$ cat src/rtl/vdp_sprite_vram_arbiter_if.sv
`timescale 1ns/1ps
`default_nettype none
// ============================================================================
// Module      : vdp_sprite_vram_arbiter_if
// Description : Requester handshakes, dot timing and VRAM port bundled for
//               the sprite VRAM arbiter.
// Revision    : 1.0 - initial release
// ============================================================================
interface vdp_sprite_vram_arbiter_if #(
    parameter int ADDR_W = 17
);
    logic [1:0]        dot_state;
    logic              sp_y_test_state;

    logic              yt_req;
    logic [ADDR_W-1:0] yt_a;
    logic              yt_ack;

    logic              si_req;
    logic [ADDR_W-1:0] si_a;
    logic              si_ack;

    logic              cpu_req;
    logic              cpu_we;
    logic [ADDR_W-1:0] cpu_a;
    logic [7:0]        cpu_d;
    logic              cpu_ack;
    logic [7:0]        cpu_q;

    logic [7:0]        vram_q;
    logic [ADDR_W-1:0] vram_a;
    logic              vram_we;
    logic [7:0]        vram_d;

    // Environment side: timing source, requesters and the VRAM device.
    modport master (
        output dot_state, sp_y_test_state,
        output yt_req, yt_a, si_req, si_a,
        output cpu_req, cpu_we, cpu_a, cpu_d,
        output vram_q,
        input  yt_ack, si_ack, cpu_ack, cpu_q,
        input  vram_a, vram_we, vram_d
    );

    modport slave (
        input  dot_state, sp_y_test_state,
        input  yt_req, yt_a, si_req, si_a,
        input  cpu_req, cpu_we, cpu_a, cpu_d,
        input  vram_q,
        output yt_ack, si_ack, cpu_ack, cpu_q,
        output vram_a, vram_we, vram_d
    );
endinterface
`default_nettype wire

$ cat src/rtl/vdp_sprite_vram_arbiter.sv
`timescale 1ns/1ps
`default_nettype none
// ============================================================================
// Module      : vdp_sprite_vram_arbiter
// Description : One VRAM access per 4-phase dot slot, shared between sprite
//               Y-test scan, sprite info fetch and CPU, with CPU anti-starve.
// Revision    : 1.0 - initial release
// ============================================================================
module vdp_sprite_vram_arbiter #(
    parameter int ADDR_W       = 17,
    parameter int STARVE_LIMIT = 4
) (
    input wire                       clk21m,
    input wire                       reset_n,
    vdp_sprite_vram_arbiter_if.slave bus
);

    typedef enum logic [1:0] {
        GNT_NONE = 2'd0,
        GNT_YT   = 2'd1,
        GNT_SI   = 2'd2,
        GNT_CPU  = 2'd3
    } grant_t;

    localparam logic [3:0] c_STARVE_MAX = 4'(STARVE_LIMIT);

    grant_t            r_grant;
    logic [3:0]        r_starve_cnt;
    logic [ADDR_W-1:0] r_vram_a;
    logic              r_vram_we;
    logic [7:0]        r_vram_d;
    logic [7:0]        r_cpu_q;
    logic              r_yt_ack;
    logic              r_si_ack;
    logic              r_cpu_ack;

    grant_t            w_winner;
    logic [ADDR_W-1:0] w_winner_a;
    logic              w_slot_start;
    logic              w_ack_edge;
    logic              w_starved;

    assign w_slot_start = (bus.dot_state == 2'b00);
    assign w_ack_edge   = (bus.dot_state == 2'b11);
    assign w_starved    = (r_starve_cnt == c_STARVE_MAX);

    always_comb begin
        w_winner = GNT_NONE;
        if (w_starved && bus.cpu_req) begin
            w_winner = GNT_CPU;
        end else if (bus.sp_y_test_state) begin
            if (bus.yt_req)       w_winner = GNT_YT;
            else if (bus.cpu_req) w_winner = GNT_CPU;
            else if (bus.si_req)  w_winner = GNT_SI;
        end else begin
            if (bus.si_req)       w_winner = GNT_SI;
            else if (bus.cpu_req) w_winner = GNT_CPU;
            else if (bus.yt_req)  w_winner = GNT_YT;
        end
    end

    always_comb begin
        w_winner_a = r_vram_a;
        case (w_winner)
            GNT_YT:  w_winner_a = bus.yt_a;
            GNT_SI:  w_winner_a = bus.si_a;
            GNT_CPU: w_winner_a = bus.cpu_a;
            default: w_winner_a = r_vram_a;
        endcase
    end

    always_ff @(posedge clk21m or negedge reset_n) begin
        if (!reset_n) begin
            r_grant      <= GNT_NONE;
            r_starve_cnt <= 4'd0;
            r_vram_a     <= '0;
            r_vram_we    <= 1'b0;
            r_vram_d     <= 8'd0;
            r_cpu_q      <= 8'd0;
            r_yt_ack     <= 1'b0;
            r_si_ack     <= 1'b0;
            r_cpu_ack    <= 1'b0;
        end else begin
            r_yt_ack  <= 1'b0;
            r_si_ack  <= 1'b0;
            r_cpu_ack <= 1'b0;

            if (w_slot_start) begin
                r_grant   <= w_winner;
                r_vram_a  <= w_winner_a;
                r_vram_we <= (w_winner == GNT_CPU) ? bus.cpu_we : 1'b0;
                if (w_winner == GNT_CPU) begin
                    r_vram_d <= bus.cpu_d;
                end
                // A pending CPU that loses ages toward the forced win.
                if (bus.cpu_req && (w_winner != GNT_CPU)) begin
                    if (!w_starved) begin
                        r_starve_cnt <= r_starve_cnt + 4'd1;
                    end
                end else begin
                    r_starve_cnt <= 4'd0;
                end
            end else if (w_ack_edge) begin
                r_vram_we <= 1'b0;
                r_grant   <= GNT_NONE;
                case (r_grant)
                    GNT_YT:  r_yt_ack  <= 1'b1;
                    GNT_SI:  r_si_ack  <= 1'b1;
                    GNT_CPU: r_cpu_ack <= 1'b1;
                    default: ;
                endcase
                // Write strobe still high here means the CPU slot was a write.
                if ((r_grant == GNT_CPU) && !r_vram_we) begin
                    r_cpu_q <= bus.vram_q;
                end
            end
        end
    end

    assign bus.vram_a  = r_vram_a;
    assign bus.vram_we = r_vram_we;
    assign bus.vram_d  = r_vram_d;
    assign bus.cpu_q   = r_cpu_q;
    assign bus.yt_ack  = r_yt_ack;
    assign bus.si_ack  = r_si_ack;
    assign bus.cpu_ack = r_cpu_ack;

endmodule
`default_nettype wire

$ cat src/flat_wrapper.sv
// flat-port wrapper written by rule: the top's interface ports become plain ports
module vdp_sprite_vram_arbiter_flat 
#(
    parameter int ADDR_W       = 17,
    parameter int STARVE_LIMIT = 4
)
  (clk21m, reset_n, bus_dot_state, bus_sp_y_test_state, bus_yt_req, bus_yt_a, bus_si_req, bus_si_a, bus_cpu_req, bus_cpu_we, bus_cpu_a, bus_cpu_d, bus_vram_q, bus_yt_ack, bus_si_ack, bus_cpu_ack, bus_cpu_q, bus_vram_a, bus_vram_we, bus_vram_d);
  vdp_sprite_vram_arbiter_if #(.ADDR_W(ADDR_W)) bus_i ();
  input wire clk21m;
  input wire reset_n;
  input wire logic [$bits(bus_i.dot_state)-1:0] bus_dot_state;
  input wire logic [$bits(bus_i.sp_y_test_state)-1:0] bus_sp_y_test_state;
  input wire logic [$bits(bus_i.yt_req)-1:0] bus_yt_req;
  input wire logic [$bits(bus_i.yt_a)-1:0] bus_yt_a;
  input wire logic [$bits(bus_i.si_req)-1:0] bus_si_req;
  input wire logic [$bits(bus_i.si_a)-1:0] bus_si_a;
  input wire logic [$bits(bus_i.cpu_req)-1:0] bus_cpu_req;
  input wire logic [$bits(bus_i.cpu_we)-1:0] bus_cpu_we;
  input wire logic [$bits(bus_i.cpu_a)-1:0] bus_cpu_a;
  input wire logic [$bits(bus_i.cpu_d)-1:0] bus_cpu_d;
  input wire logic [$bits(bus_i.vram_q)-1:0] bus_vram_q;
  output wire logic [$bits(bus_i.yt_ack)-1:0] bus_yt_ack;
  output wire logic [$bits(bus_i.si_ack)-1:0] bus_si_ack;
  output wire logic [$bits(bus_i.cpu_ack)-1:0] bus_cpu_ack;
  output wire logic [$bits(bus_i.cpu_q)-1:0] bus_cpu_q;
  output wire logic [$bits(bus_i.vram_a)-1:0] bus_vram_a;
  output wire logic [$bits(bus_i.vram_we)-1:0] bus_vram_we;
  output wire logic [$bits(bus_i.vram_d)-1:0] bus_vram_d;
  assign bus_i.dot_state = bus_dot_state;
  assign bus_i.sp_y_test_state = bus_sp_y_test_state;
  assign bus_i.yt_req = bus_yt_req;
  assign bus_i.yt_a = bus_yt_a;
  assign bus_i.si_req = bus_si_req;
  assign bus_i.si_a = bus_si_a;
  assign bus_i.cpu_req = bus_cpu_req;
  assign bus_i.cpu_we = bus_cpu_we;
  assign bus_i.cpu_a = bus_cpu_a;
  assign bus_i.cpu_d = bus_cpu_d;
  assign bus_i.vram_q = bus_vram_q;
  assign bus_yt_ack = bus_i.yt_ack;
  assign bus_si_ack = bus_i.si_ack;
  assign bus_cpu_ack = bus_i.cpu_ack;
  assign bus_cpu_q = bus_i.cpu_q;
  assign bus_vram_a = bus_i.vram_a;
  assign bus_vram_we = bus_i.vram_we;
  assign bus_vram_d = bus_i.vram_d;
  vdp_sprite_vram_arbiter #(.ADDR_W(ADDR_W), .STARVE_LIMIT(STARVE_LIMIT)) u_core (.clk21m(clk21m), .reset_n(reset_n), .bus(bus_i));
endmodule
$ cat config.mk
export PLATFORM = sky130hd
export DESIGN_NAME = vdp_sprite_vram_arbiter_flat
export DESIGN_NICKNAME = d
export VERILOG_FILES = /design/src/rtl/vdp_sprite_vram_arbiter_if.sv /design/src/rtl/vdp_sprite_vram_arbiter.sv /design/src/flat_wrapper.sv
export SDC_FILE = /design/constraint.sdc
export NUM_CORES = 1
export LEC_CHECK = 0
export CAP_MARGIN = 20
export CORE_ASPECT_RATIO = 0.7
export CORE_UTILIZATION = 34
export DETAILED_ROUTE_END_ITERATION = 8
export GPL_TIMING_DRIVEN = 1
export PLACE_DENSITY = 0.77
export SKIP_CTS_REPAIR_TIMING = 1
export SLEW_MARGIN = 20
export SYNTH_ARGS = -nofsm -noshare
export SYNTH_HDL_FRONTEND = slang
export SYNTH_SLANG_ARGS = --single-unit
$ cat constraint.sdc
create_clock -name clk21m -period 1.8 [get_ports clk21m]
set_input_delay 0.54 -clock clk21m [delete_from_list [all_inputs] [get_ports clk21m]]
set_output_delay 0.54 -clock clk21m [all_outputs]
set_load 0.03 [all_outputs]
==> results by group <==
Clock tree
  – Clock Latency Late Sink: 0.29 ns
  – TritonCTS Buffers: 5
  – CTS tree: done
  – Root buffer cell: clkbuf_8
  – CTS Sinks: 43
  – # H-tree levels: 2
  – CTS max path bufs: 2
  – Reg clk slew, reported paths: 0.09 ns

Floorplanning
  – Full die area: 0.006120 mm²
  – Die Height: 65.76 µm
  – # IOs: 113
  – Initial Util: 36.41%
  – Number of cell rows: 22
  – Core area: 0.005423 mm²
  – Die width: 93.08 µm

Synthesis
  – Synth top cells by count: 43 x dfrtp_1, 19 x nor2_1, 16 x a21oi_1, 16 x a222oi_1, 13 x mux2_1
  – Leading area contributor after synthesis: dfrtp_1
  – Synth area leaders: dfrtp_1 54%, a222oi_1 8.1%, mux2_1 7.4%
  – Cells after synthesis: 170
  – Synth top area share: 54.50%
  – Mapped Avg Cell Area: 11.61 µm²
  – Post-synth ARST share: 100.0%
  – Register area share after synthesis: 54.50%
  – Number of synthesized flops with an enable pin: 0
  – Synth Net Count: 250
  – Synth unique cells: 36
  – YS warnings: 0
  – Synthesized flop and latch total: 43
  – Synthesized area: 0.001974 mm²
  – Ys flop type: dfrtp_1
  – Most numerous cell in the Yosys netlist: dfrtp_1

Detailed routing
  – # DRC: 0
  – DR WL/cell: 14.91 µm
  – DR vias/cell: 4.961
  – DRT antenna net count: 0
  – Detailed-route via count: 1910
  – DRT Wirelength: 5741 µm
  – Drt pass-1 iters: 5
  – Drt initial violations: 131

GRT
  – Vias in the first global route: 1858
  – Overflow after GRT: 0
  – Largest net degree at the start of global routing: 33
  – Tot GR Track Use: 18.37%
  – First-pass GRT wire length: 8666 µm
  – Antenna violations before repair: 0

Pwr
  – Sw Pwr: 0.9839 mW
  – Sw Share: 32.03%
  – Internal: 2.088 mW
  – Combinational share of power: 36.9%
  – VDD IR-drop max: 507.6 µV
  – PwrDens: 822.7 mW/mm²
  – Flop pwr share: 38.7%
  – Leakage: 2.018 nW
  – Clock share of power: 24.4%

Timing
  – Headroom to the max-slew limit: 68.97%
  – Hold_ws: 0.1862 ns
  – Final Setup Violations: 0
  – Fin crit period: 1.772 ns
  – Max Clock Skew: 0.007939 ns
  – Worst Max-Slew Pin Slew: 0.4654 ns
  – Fin. Hold Viols: 0
  – Period utilisation layout: 98.42%
  – Fmax: 564.5 MHz
  – Fin. max-slew vios: 0

Critical path
  – Nature of the critical path startpoint: input port
  – Required @ worst endpoint: 1.98 ns
  – Worst-path maximum fanout: 8
  – CP endpoint kind: flip-flop
  – R2r setup slk: 0.06 ns
  – Crit Path Category: input port to flip-flop
  – Crit path DAT: 1.95 ns

Cells and area
  – Final Cell Area: 0.003734 mm²
  – Footprint of the multi-input gates: 947.2 µm²
  – Register area: 0.001076 mm²
  – Ant. Diodes: 0
  – Share of layout cells above drive strength 1: 18.53%
  – Final #Nets: 392
  – # fillers: 393
  – Synthesis-to-finish area growth: 89.10%

Placement
  – DP Area: 0.003367 mm²
  – Dpl hpwl: 4123 µm
  – Final GP Congestion: 0.7421
  – IO Port Bufs: 112

Status
  – Status: completed

Run
  – Max cap viols: 0

Hold path
  – Hold/Removal Path Class: input port to async pin
-- critical path, stage by stage --
cell and delay (ns):
dlymetal6s2s_1 0.17, buf_4 0.15, nor2b_1 0.12, buf_4 0.16, o31ai_4 0.33, nand2_4 0.15
mux2_1 0.33
-- stage by stage --
| stage | std cells | total power, mW | TNS (ns) | util [%] | worst slack (ns) |
|---|---|---|---|---|---|
| 6_report | 385 | 3.072 | 0 | 68.85 | 0.02845 |
| 4_1_cts | 377 | 3.088 | -17.15 | 64.17 | -0.6533 |
| 3_5_place_dp | 369 | 2.326 | -26.81 | 62.09 | -0.9823 |
| 2_1_floorplan | 170 | 1.736 | 0 | - | 0.001278 |
| 3_3_place_gp | 369 | 2.310 | -25.02 | 62.09 | -0.8697 |
| 5_1_grt | 385 | 3.249 | -0.1206 | 68.85 | -0.02180 |
-- path summary, 6_finish.rpt --
kind / from / to / cells past startpoint
max: bus_si_req / u_core.bus.vram_d[0] / 7
max in group asynchronous: reset_n / u_core.r_starve_cnt[0] / 2
min: reset_n / u_core.bus.cpu_ack / 1
min in group clk21m: u_core.bus.cpu_q[1] / u_core.bus.cpu_q[1] / 1
max reg2reg: u_core.r_starve_cnt[0] / u_core.bus.vram_a[5] / 7
min reg2reg: u_core.bus.cpu_q[1] / u_core.bus.cpu_q[1] / 1
-- final cells by class --
class | instances | share of cell area (%)
Timing Repair Buffer | 142 | 39.98
Sequential cell | 43 | 28.82
Multi-Input combinational cell | 116 | 25.37
Tap cell | 72 | 2.413
Clock buffer | 5 | 1.843
Clock inverter | 3 | 1.173
Inverter | 4 | 0.4021
-- logic make-up (layout without fill, tap and decap cells) --
| logic type | after synthesis | count (layout) | share of synthesized area [%] |
|---|---|---|---|
| AOI/OAI and AO/OA | 52 | 54 | 20.15 |
| DFF | 43 | 43 | 54.50 |
| and+or+nand+nor | 42 | 42 | 10.77 |
| muxes | 16 | 16 | 9.125 |
| buffers and inverters | 13 | 154 | 2.915 |
| adders and majority gates | 4 | 4 | 2.535 |
-- routing by layer --
layer	up-vias	GRT usage, %	part of all wire [%]
met2	68	31.16	50
li1	938	-	-
met4	0	3.462	0.24
met1	902	23.25	42
met5	-	0	0
met3	2	5.787	7.9
-- registers in the layout, summed over array words and instances (netlist names) --
name	cells
u_core.r_starve_cnt	4
u_core.bus.cpu_q	8
u_core.bus.cpu_ack	1
u_core.bus.si_ack	1
u_core.bus.vram_d	8
u_core.bus.vram_a	17
u_core.r_grant	2
u_core.bus.vram_we	1
u_core.bus.yt_ack	1
-- cell usage in the layout (no fill, tap or decap), types with 2 or more instances in the layout --
master,synthesis,final
a21bo_2,1,2
a21o_1,3,3
a21oi_1,16,16
a222oi_1,16,16
buf_12,0,2
buf_4,1,23
buf_6,0,5
clkbuf_8,0,5
clkdlybuf4s50_1,0,68
dfrtp_1,43,43
dlymetal6s2s_1,0,43
ha_1,4,2
ha_4,0,2
inv_1,4,2
inv_2,0,2
mux2_1,13,13
mux2_2,3,3
nand2_1,8,8
nor2_1,19,19
nor2b_1,3,2
o21ai_0,7,7
-- power by group through the flow --
stage	clock (mW)	combinational, mW	sequential [mW]
finish	0.750	1.13	1.19
global route	0.836	1.20	1.21
CTS	0.776	1.12	1.20
detailed placement	0	1.11	1.22
global placement	0	1.10	1.21
floorplan	0	0.240	1.50
Power figures use the tool's default switching activity.
==> RTL change 1, RTL diff (same settings) <==
`ADDR_W` is set to 17 in 3 places; all go to 13.
--- a/src/rtl/vdp_sprite_vram_arbiter_if.sv
+++ b/src/rtl/vdp_sprite_vram_arbiter_if.sv
@@ -7,7 +7,7 @@
 // Revision    : 1.0 - initial release
 // ============================================================================
 interface vdp_sprite_vram_arbiter_if #(
-    parameter int ADDR_W = 17
+    parameter int ADDR_W = 13
 );
     logic [1:0]        dot_state;
     logic              sp_y_test_state;
--- a/src/rtl/vdp_sprite_vram_arbiter.sv
+++ b/src/rtl/vdp_sprite_vram_arbiter.sv
@@ -7,7 +7,7 @@
 // Revision    : 1.0 - initial release
 // ============================================================================
 module vdp_sprite_vram_arbiter #(
-    parameter int ADDR_W       = 17,
+    parameter int ADDR_W       = 13,
     parameter int STARVE_LIMIT = 4
 ) (
     input wire                       clk21m,
--- a/src/flat_wrapper.sv
+++ b/src/flat_wrapper.sv
@@ -1,7 +1,7 @@
 // flat-port wrapper written by rule: the top's interface ports become plain ports
 module vdp_sprite_vram_arbiter_flat 
 #(
-    parameter int ADDR_W       = 17,
+    parameter int ADDR_W       = 13,
     parameter int STARVE_LIMIT = 4
 )
   (clk21m, reset_n, bus_dot_state, bus_sp_y_test_state, bus_yt_req, bus_yt_a, bus_si_req, bus_si_a, bus_cpu_req, bus_cpu_we, bus_cpu_a, bus_cpu_d, bus_vram_q, bus_yt_ack, bus_si_ack, bus_cpu_ack, bus_cpu_q, bus_vram_a, bus_vram_we, bus_vram_d);
Interface: changed (resized bus_cpu_a, bus_si_a, bus_vram_a and bus_yt_a); port bits go from 113 to 97. No check against the original RTL was run, so the function may have changed too.
==> RTL change 1 against the original RTL <==
- design area is 11% lower
- synthesized area decreased by 7.9%
- maximum frequency up 1.5%
- first-iteration DRC count grew 23%
- setup slack better by 0.026 ns
- hold slack improved by 0.0074 ns
- synthesized cell count is 6.5% lower
- routed wire length down 8.0%
- sequential power about the same
- sequential share of layout area is 0.56 points higher
- sequential cell count shrank 4
- total power rose by 5.6%
- largest cell class unchanged
==> RTL change 1: results (changes against the original RTL) <==
[outcome]
status=finished, final reports clean

[critical_path]
max_stage_delay_ns=0.38  ; +0.05 ns
critPathArrivalTime_ns=1.92  ; -0.03 ns
crit_path_top_delay_cell=dfrtp_1
worst-setup-path-type=reg -> reg

[place]
dp_hpwl_microns=3890  ; -5.7%
placed_area_sq_mm=0.00302  ; -10%
gp_congestion=0.817  ; +10%
dp_cells=339  ; -8.1%

[grt]
grt_pass1_vias=1749  ; -5.9%
met1_usage=0.227  ; -0.00512
use_met3=0.0616  ; +0.00373
track_usage=0.182  ; -0.00189

[finish]
clkCellAreaFrac=0.0339  ; +0.00374
fin_cells=350  ; -9.1%
largest_register_ffs=13  ; -4
n_all_buffers=121  ; -15%
final_nets=348  ; -11%
n_all_inverters=5  ; +1
buf_share=0.382  ; -0.0175
nFillCells=377  ; -4.1%

[sta]
tightest_slew_ns=0.504  ; +0.0381 ns

[synth]
syn-num-nets=227  ; -9.2%
yosysSeqAreaShare=0.536  ; -0.00854

[route]
wl_met1_microns=2300  ; -4.4%
wl_met3_microns=455  ; +0.22%

[power]
combPwrFrac=0.409  ; +0.040
switchingPower_mw=1.11  ; +13%
p_leak_nw=1.89  ; -6.6%
peakVddDrop_v=0.000425  ; -16%

[clocking]
cts_sinks=39  ; -9.3%

[die]
core_sq_mm=0.00497  ; -8.4%

-- RTL change 1: changes by cell type after synthesis, sizes merged, moves of 2 or more --
cell	delta
a21o	-3
a21oi	-16
a222oi	-5
dfrtp	-4
nand2	+9
nand2b	+2
nand3	+3
nand4	+2
nor2	-13
o21ai	+10
o22ai	+3
-- RTL change 1: final timing paths --
path                                          end  slack [ns]  cells past startpoint
hold reg to reg                 u_core.bus.yt_ack        0.48                      1
max in group asynchronous  u_core.r_starve_cnt[1]        1.14                      2
setup / recovery             u_core.bus.vram_a[9]        0.05                      6
min in group clk21m             u_core.bus.yt_ack        0.48                      1
setup reg to reg             u_core.bus.vram_a[9]        0.05                      6
hold / removal                 u_core.bus.cpu_ack        0.19                      1
-- RTL change 1: logic make-up after synthesis --
group / count (synthesis)
multiplexers: 17
AND/OR/NAND/NOR: 40
flip-flops: 39
buffers and inverters: 13
AO/OA/AOI/OAI: 46
adder cells (fa/ha/maj): 4
==> RTL change 2, RTL diff (same settings) <==
Made on the original files. Re-encode `grant_t` (4 values) as one-hot, 4 bits wide.
--- a/src/rtl/vdp_sprite_vram_arbiter.sv
+++ b/src/rtl/vdp_sprite_vram_arbiter.sv
@@ -15,11 +15,11 @@
     vdp_sprite_vram_arbiter_if.slave bus
 );
 
-    typedef enum logic [1:0] {
-        GNT_NONE = 2'd0,
-        GNT_YT   = 2'd1,
-        GNT_SI   = 2'd2,
-        GNT_CPU  = 2'd3
+    typedef enum logic [3:0] {
+        GNT_NONE = 4'b0001,
+        GNT_YT   = 4'b0010,
+        GNT_SI   = 4'b0100,
+        GNT_CPU  = 4'b1000
     } grant_t;
 
     localparam logic [3:0] c_STARVE_MAX = 4'(STARVE_LIMIT);
Check against the original RTL: no difference found for any inputs over 10 cycles, from zero or initial values and one cycle with reset_n low; not proved beyond that.
==> RTL change 2 against the original RTL <==
- the flow now finishes with violations (setup timing)
- non-clock buffer count is 1 higher
- setup slack worse by 0.036 ns
- via count is 15% higher
- register-to-register slack worse by 0.07 ns
- synthesized cell count is 23% higher
- global-route usage is 1.3 points higher
- sequential cell count is 2 higher
- routed wire length is 24% higher
- first-iteration DRC count is 21% lower
- total power is 6.6% higher
- synthesized area is 15% higher
- final cell count is 15% higher
- design area is 11% higher
- utilization is 3.5 points lower
- critical endpoint is now u_core.bus.vram_a[12]
- largest power group unchanged
==> RTL change 2: results (changes against the original RTL) <==
[route]
dr.pass1.iters=4  ; -1
vias_per_cell=4.98  ; +0.33%
vias=2200  ; +15%
drtIter0Drc=103  ; -21%
wl_per_cell_microns=16.1  ; +8.1%

[grt]
grt_pass1_wl_microns=10900  ; +26%
track_usage=0.197  ; +0.0129
grt_max_degree=23  ; -30%

[critical_path]
max_stage_delay_ns=0.42  ; +0.09 ns
critPathArrivalTime_ns=2.02  ; +0.07 ns
crit_path_top_delay_cell=dfrtp_1

[sta]
setup_slack_ns=-0.00770  ; -0.0361 ns
setup_viol=2  ; +2
fin_skew_ns=0.00825  ; +0.000310 ns
tns_ns=-0.0121  ; -0.0121 ns
tightest_slew_ns=0.385  ; -0.0802 ns

[place]
dp_cells=427  ; +16%
gp_congestion=0.847  ; +14%
dp_slack_ns=-0.525  ; +0.457 ns
placed_area_sq_mm=0.00368  ; +9.2%
dp_hpwl_microns=4870  ; +18%
port_buffers=112  ; unchanged

[finish]
largest_register_ffs=17  ; unchanged
drive_above_1_share=0.268  ; +0.0825
antenna_cells=0  ; unchanged
nFillCells=493  ; +25%
multi_input_area_sq_mm=0.00120  ; +27%

[synth]
yosys_warnings=0  ; unchanged
synth_common_cells=dfrtp_1, nand2_1, o21ai_0
synthTopCellsByArea=dfrtp_1, mux2_2, o221ai_1, o21ai_0, nand2_1
syn-instance-count=209  ; +23%
synth_cell_types=37  ; +2.8%
yosysSeqAreaShare=0.498  ; -0.0475
syn-num-nets=289  ; +16%

[power]
peakVddDrop_v=0.000542  ; +6.8%
p_leak_nw=2.05  ; +1.5%

[worst_hold_path]
hp-class=in -> async

[outcome]
status=finished with violations
violations=setup timing

[RTL change 2: cell types whose count changed after synthesis, moves of 13 or more]
cell | unedited run | this run
mux2_2 | 3 | 19
o21ai_0 | 7 | 20
mux2_1 | 13 | 0
a222oi_1 | 16 | 0
o221ai_1 | 0 | 14
nand2_1 | 8 | 25
[RTL change 2: worst reg2reg max path, stage by stage (launching register included)]
cell,delay [ns]
dfrtp_1,0.42
inv_2,0.10
ha_4,0.14
nand3b_1,0.15
buf_6,0.19
a21boi_4,0.25
clkbuf_16,0.23
a21oi_2,0.05
o221ai_1,0.20
[RTL change 2: cell families (layout without fill, tap and decap cells)]
kind of cell	Yosys count	in the layout	share of synthesized area
compound gates	64	65	0.210
flops	45	45	0.498
mux	21	21	0.105
fa+ha+maj	4	4	0.0221
buf+inv	14	155	0.0370
simple gates	61	61	0.128
[RTL change 2: final timing paths]
path                       cells after the start                   start  slack, ns                     to
max                                            8  u_core.r_starve_cnt[0]     -0.008  u_core.bus.vram_a[12]
max reg2reg                                    8  u_core.r_starve_cnt[0]     -0.008  u_core.bus.vram_a[12]
min                                            1                 reset_n       0.15      u_core.r_grant[3]
min reg2reg                                    1       u_core.r_grant[2]       0.49      u_core.bus.yt_ack
min in group clk21m                            1       u_core.r_grant[2]       0.49      u_core.bus.yt_ack
max in group asynchronous                      2                 reset_n       1.06   u_core.bus.vram_d[5]
[RTL change 2: per-layer routing]
metal	routed length, microns	share of wire	global-route usage
met1	3160	0.44	0.265
met5	0	0	0
met3	486	0.068	0.0541
met2	3470	0.49	0.326
met4	9	0.0013	0.0212
[RTL change 2: area by class of cell]
cell class | instances | share of cell area
Tap cell | 91 | 0.0275
Clock inverter | 3 | 0.0121
Multi-Input combinational cell | 151 | 0.290
Inverter | 4 | 0.00363
Timing Repair Buffer | 143 | 0.378
Clock buffer | 5 | 0.0166
Sequential cell | 45 | 0.272
[RTL change 2: report_power, final]
| part | switching [mW] | total [mW] | internal [mW] |
|---|---|---|---|
| combinational | 0.608 | 1.21 | 0.602 |
| clock | 0.380 | 0.806 | 0.426 |
| sequential | 0.0958 | 1.26 | 1.16 |
| total | 1.08 | 3.27 | 2.19 |
